### src/rtl/fetch_pkg.sv
// Shared types and default widths for the instruction fetch stage.
package fetch_pkg;

  localparam int ADDR_W_DEF    = 64;
  localparam int INSTR_W_DEF   = 32;
  localparam int BUF_DEPTH_DEF = 2;
  localparam int CNT_W         = $clog2(BUF_DEPTH_DEF + 1);

  typedef struct packed {
    logic [ADDR_W_DEF-1:0]  pc;
    logic [INSTR_W_DEF-1:0] instr;
  } fetch_entry_t;

endpackage

### src/rtl/fetch_buffer.sv
// Small synchronous FIFO of fetched {pc, instr} entries; flush beats push.
module fetch_buffer
  import fetch_pkg::*;
#(
  parameter int DEPTH = BUF_DEPTH_DEF,
  parameter int CW    = $clog2(DEPTH + 1)
) (
  input  logic         clk,
  input  logic         rst_n,
  input  logic         push,
  input  fetch_entry_t push_data,
  input  logic         pop,
  input  logic         flush,
  output fetch_entry_t head,
  output logic [CW-1:0] count,
  output logic         empty,
  output logic         full
);

  localparam int AW = (DEPTH > 1) ? $clog2(DEPTH) : 1;

  fetch_entry_t  mem [DEPTH];
  logic [AW-1:0] wr_ptr;
  logic [AW-1:0] rd_ptr;
  logic          do_push;
  logic          do_pop;

  assign empty   = (count == '0);
  assign full    = (count == CW'(DEPTH));
  assign do_pop  = pop && !empty;
  // A full buffer may still accept a word when the head leaves in the same cycle.
  assign do_push = push && (!full || do_pop);
  assign head    = mem[rd_ptr];

  always_ff @(posedge clk or negedge rst_n) begin
    if (!rst_n) begin
      wr_ptr <= '0;
      rd_ptr <= '0;
      count  <= '0;
    end else if (flush) begin
      wr_ptr <= '0;
      rd_ptr <= '0;
      count  <= '0;
    end else begin
      if (do_push) wr_ptr <= wr_ptr + AW'(1);
      if (do_pop)  rd_ptr <= rd_ptr + AW'(1);
      count <= count + CW'(do_push) - CW'(do_pop);
    end
  end

  always_ff @(posedge clk) begin
    if (do_push && !flush) mem[wr_ptr] <= push_data;
  end

endmodule

### src/rtl/fetch_stage.sv
// Instruction fetch: PC generation, credit-limited memory requests, response
// buffering and redirect handling with discard of in-flight responses.
module fetch_stage
  import fetch_pkg::*;
#(
  parameter int                ADDR_W    = ADDR_W_DEF,
  parameter int                INSTR_W   = INSTR_W_DEF,
  parameter logic [ADDR_W-1:0] RESET_PC  = '0,
  parameter int                PC_STEP   = 4,
  parameter int                BUF_DEPTH = BUF_DEPTH_DEF
) (
  input  logic               clk,
  input  logic               rst_n,
  output logic               ImemReqValid,
  input  logic               ImemReqReady,
  output logic [ADDR_W-1:0]  ImemAddr,
  input  logic               ImemRspValid,
  input  logic [INSTR_W-1:0] ImemRspData,
  input  logic               Redirect,
  input  logic [ADDR_W-1:0]  RedirectPC,
  output logic               InstrValid,
  input  logic               InstrReady,
  output logic [INSTR_W-1:0] Instruction,
  output logic [ADDR_W-1:0]  InstrPC,
  output logic [ADDR_W-1:0]  InstrPCPlus
);

  localparam int                CW   = $clog2(BUF_DEPTH + 1);
  localparam logic [ADDR_W-1:0] STEP = ADDR_W'(PC_STEP);

  logic [ADDR_W-1:0] pc;
  logic [ADDR_W-1:0] rsp_pc;
  logic [CW-1:0]     outstanding;
  logic [CW-1:0]     outstanding_nxt;
  logic [CW-1:0]     drop;
  logic [CW-1:0]     count;
  logic [CW:0]       credit_used;
  logic              empty;
  logic              full;
  logic              req_fire;
  logic              rsp_ok;
  logic              push;
  logic              pop;
  fetch_entry_t      head;
  fetch_entry_t      push_data;

  // Every buffered word and every in-flight request holds one slot.
  assign credit_used  = {1'b0, outstanding} + {1'b0, count};
  assign ImemReqValid = rst_n && (credit_used < (CW+1)'(BUF_DEPTH)) && !Redirect;
  assign ImemAddr     = pc;
  assign req_fire     = ImemReqValid && ImemReqReady;

  assign rsp_ok          = ImemRspValid && (outstanding != '0);
  assign push            = rsp_ok && (drop == '0) && !Redirect;
  assign pop             = !empty && InstrReady;
  assign outstanding_nxt = outstanding + CW'(req_fire) - CW'(rsp_ok);
  assign push_data       = '{pc: rsp_pc, instr: ImemRspData};

  always_ff @(posedge clk or negedge rst_n) begin
    if (!rst_n) begin
      pc          <= RESET_PC;
      rsp_pc      <= RESET_PC;
      outstanding <= '0;
      drop        <= '0;
    end else begin
      outstanding <= outstanding_nxt;
      if (Redirect) begin
        pc     <= RedirectPC;
        rsp_pc <= RedirectPC;
        // Everything still in flight after this cycle belongs to the old path.
        drop   <= outstanding_nxt;
      end else begin
        if (req_fire) pc <= pc + STEP;
        if (push) rsp_pc <= rsp_pc + STEP;
        if (rsp_ok && (drop != '0)) drop <= drop - CW'(1);
      end
    end
  end

  fetch_buffer #(
    .DEPTH (BUF_DEPTH),
    .CW    (CW)
  ) u_buf (
    .clk       (clk),
    .rst_n     (rst_n),
    .push      (push),
    .push_data (push_data),
    .pop       (pop),
    .flush     (Redirect),
    .head      (head),
    .count     (count),
    .empty     (empty),
    .full      (full)
  );

  assign InstrValid  = !empty;
  assign Instruction = empty ? '0 : head.instr;
  assign InstrPC     = empty ? '0 : head.pc;
  assign InstrPCPlus = empty ? '0 : head.pc + STEP;

  rsp_needs_request: assert property (@(posedge clk) disable iff (!rst_n)
    ImemRspValid |-> (outstanding != '0));
  credit_bound: assert property (@(posedge clk) disable iff (!rst_n)
    credit_used <= (CW+1)'(BUF_DEPTH));
  no_overflow: assert property (@(posedge clk) disable iff (!rst_n)
    (push && full) |-> pop);

endmodule

### config.mk
export PLATFORM = sky130hd
export DESIGN_NAME = fetch_stage
export DESIGN_NICKNAME = d
export VERILOG_FILES = /design/src/rtl/fetch_pkg.sv /design/src/rtl/fetch_buffer.sv /design/src/rtl/fetch_stage.sv
export SDC_FILE = /design/constraint.sdc
export NUM_CORES = 1
export LEC_CHECK = 0
export BUFFER_PORTS_ARGS = -buffer_cell sky130_fd_sc_hd__buf_2
export CAP_MARGIN = 20
export CORE_AREA = 3 3 208 169
export CTS_BUF_LIST = sky130_fd_sc_hd__clkbuf_4 sky130_fd_sc_hd__clkbuf_8
export CTS_CLUSTER_DIAMETER = 200
export CTS_CLUSTER_SIZE = 12
export DETAILED_ROUTE_END_ITERATION = 12
export DIE_AREA = 0 0 211 172
export PLACE_DENSITY = 0.78
export SLEW_MARGIN = 5
export SYNTH_ARGS = -nofsm -noshare
export SYNTH_HDL_FRONTEND = slang
export SYNTH_SLANG_ARGS = --single-unit
export TNS_END_PERCENT = 100
### constraint.sdc
create_clock -name clk -period 11.21 [get_ports clk]
set_input_delay 0 -clock clk [delete_from_list [all_inputs] [get_ports clk]]
set_output_delay 0 -clock clk [all_outputs]
set_load 0.01 [all_outputs]
==> summary.txt <==
Antenna Cells = 0
RePlAce Congestion = 0.934
Syn avg cell area = 11.0 sq um
Largest net degree at the start of global routing = 84
Worst Tran Pin Value = 1130 ps
Max Root-Sink Buffers = 3
Number of global-route vias before repair = 13500
Post-synth EDFFs = 192
Starting Density = 0.516
R2R setup slack = 7890 ps
Switch share = 0.381
RSZ-0062 raised after global routing = false
Slowest CP cell = buf_4
Syn. warnings = 0
Via/cell ratio = 5.87
CP Class = reg2out
Layout area overhead = 20.8%
Post-layout min period = 4840 ps
Fin. max-slew vios = 0
NetSw = 0.00140 W
Slowest stage delay, CP = 730 ps
Avg WL per Cell = 20.8 um
Synth Cell Area = 17200 sq um
Data arrival time of the worst path = 4840 ps
First-pass GRT wire length = 76700 um
Async set-reset flop share out of synthesis = 0.415
Post-DP HPWL = 36300 um
Flops & latches, synth = 328
Final setup violation count = 0
Worst-path clk slew = 90 ps
Cell Pwr Density = 176 nW/um^2
TritonCTS Buffers = 31
Initial antenna violation count = 0
Root buffer cell = clkbuf_8
Synth Flop Type = edfxtp_1
Max transition margin = 0.241
Drt drc = 0
I/O pin cnt = 328
PortBufs = 327
Die Y = 172 um
Overall routing resource usage = 0.268
CP startpoint kind = flip-flop
Gr ovfl total = 0
Syn Nets = 1671
Static Leak = 8.18 nW
Sink Count = 328
Final Skew = 23.6 ps
Postcts setup bufs = 0
Fmax achieved = 207 MHz
Die width = 211 um
Clk pwr share = 0.197
Finished Layout Cells = 2421
Crit path required time = 11210 ps
Final wirelength = 50300 um
NumNets Final = 2080
Gate power share = 0.381
Type of the worst min-delay path = in2reg
PostCTS Resize Cnt = 0
Distinct cells, synth = 83
Peak VDD IR = 0.154 mV
Status = completed
Setup TNS = 0 ps
Cells after synthesis = 1560
Sequential share of power = 0.422
Worst-path cell chain = buf_4, nand3_1, a222oi_1, nand4_1, or3_4, a211oi_2, mux2_1, buf_2
Maximum fanout along the worst path = 68
Initial DRC count = 1287
Clock latency on the worst-skew pair = 620 ps
Hold slack final = 113 ps
Post-placement cell count = 2263
Post-route ant nets = 0
Fin crit share = 0.432
Max cap viols = 0
H-tree levels = 1
Hold Vio Cnt, Final = 0
P_int = 0.00227 W
Layout cells sized above 1 = 0.251
Core area = 33400 sq um
Register area share after synthesis = 0.532
DR pass1 iterations = 5
Die area = 36300 sq um
CTS tree = built
Crit end category = output pin
Rows = 60
Vias = 14200
==> logic make-up after synthesis <==
family / after synthesis / share of synthesized area
compound gates: 146 / 0.0613
xor+xnor: 143 / 0.0727
fa+ha+maj: 9 / 0.00697
buf+inv: 99 / 0.0280
flops: 328 / 0.532
mux: 160 / 0.0977
simple gates: 675 / 0.201
==> power groups by stage <==
stage	combinational [W]	clock, W	sequential, W
floorplan	0.000891	0	0.00154
global placement	0.00133	0	0.00156
detailed placement	0.00135	0	0.00157
CTS	0.00139	0.000734	0.00154
global route	0.00152	0.000783	0.00156
finish	0.00139	0.000721	0.00155
==> per-layer routing <==
layer  part of all wire  vias to the layer above  GRT usage
met4              0.020                        0     0.0556
met5                  0                        -          0
met3              0.095                       85     0.0568
met2               0.44                      727      0.409
met1               0.45                     6892      0.400
li1                   -                     6498          -
==> critical path: cells and delay by family, from the launching register on <==
kind            cells  cell delay [ps]
flops               1              630
compound gates      2              760
buf+inv             2              870
simple gates        3             1570
mux                 1              340
==> per-stage QoR <==
stage / utilization / area [sq um] / setup slack, ps / power (W)
floorplan: - / 17200 / 532 / 0.00243
global placement: 0.574 / 19200 / 7220 / 0.00289
detailed placement: 0.574 / 19200 / 7070 / 0.00292
CTS: 0.623 / 20800 / 6380 / 0.00367
global route: 0.623 / 20800 / 6170 / 0.00387
finish: 0.623 / 20800 / 6370 / 0.00366
==> sequential cells by signal, summed over array words and instances, names as in the netlist <==
signal / cells
ImemAddr: 64
u_buf.mem: 192
u_buf.count: 2
rsp_pc: 64
outstanding: 2
u_buf.rd_ptr: 1
drop: 2
u_buf.wr_ptr: 1
==> path summary, 6_finish.rpt <==
check	startpoint	endpoint	cells after the start
worst min register to register	rsp_pc[0]$_DFFE_PN0P_	u_buf.mem[0][32]$_DFFE_PP_	0
worst min-delay path	ImemRspData[30]	u_buf.mem[1][30]$_DFFE_PP_	2
worst max register to register	u_buf.count[0]$_DFF_PN0_	ImemAddr[43]$_DFFE_PN0P_	8
min in group asynchronous	rst_n	ImemAddr[58]$_DFFE_PN0P_	3
max in group asynchronous	rst_n	ImemAddr[59]$_DFFE_PN0P_	4
worst max-delay path	u_buf.rd_ptr$_DFFE_PN0P_	InstrPCPlus[56]	8
==> timing repair <==
action                                  CTS  global route
endpoints found under the setup margin    0             0
endpoints found under the hold margin   276             0
hold buffers                            106             0
==> Yosys cell counts (19+ instances only) <==
cell,instances,area [sq um]
edfxtp_1,192,5770
nor2_1,187,702
dfrtp_1,136,3400
nand2_1,136,510
nand3_1,95,475
mux2i_1,94,941
xor2_1,86,753
mux2_2,64,721
xnor2_1,57,499
nand4_1,54,338
clkbuf_1,40,150
nor3_1,40,200
o21ai_0,36,180
inv_1,27,101
a21oi_1,24,120
and2_1,24,150
nand3b_1,22,165
nor4_1,22,138
and3_1,19,119
==> placed cells by master, fill, tap and decap left out, types with 6 or more instances in the layout <==
cell type	synthesis	final
and3_1	19	19
a21oi_1	24	24
xor2_1	86	86
xnor2_1	57	57
nor4_1	22	21
inv_1	27	27
edfxtp_1	192	192
a22oi_1	7	7
mux2_2	64	64
nand3_1	95	95
nor3_1	40	40
clkbuf_4	0	18
o211ai_1	12	12
a211oi_1	6	6
or3_1	9	9
o21ai_0	36	36
or4_1	7	7
buf_4	2	13
dlygate4sd3_1	0	106
dfrtp_1	136	135
nand2_1	136	136
nand4b_1	7	7
nand4_1	54	54
ha_1	8	8
and2_1	24	23
a211o_1	6	6
nor2b_1	9	9
nor2_1	187	186
clkbuf_8	0	31
buf_2	15	326
nand3b_1	22	22
nand2b_1	6	6
mux2i_1	94	94
==> final cells by class <==
class | count | area (sq um)
Fill cell | 2659 | 12600
Sequential cell | 328 | 9170
Multi-Input combinational cell | 1133 | 7600
Timing Repair Buffer | 447 | 2820
Clock buffer | 49 | 562
Tap cell | 434 | 543
Inverter | 28 | 106
Clock inverter | 2 | 16.3
Power figures use the tool's default switching activity.
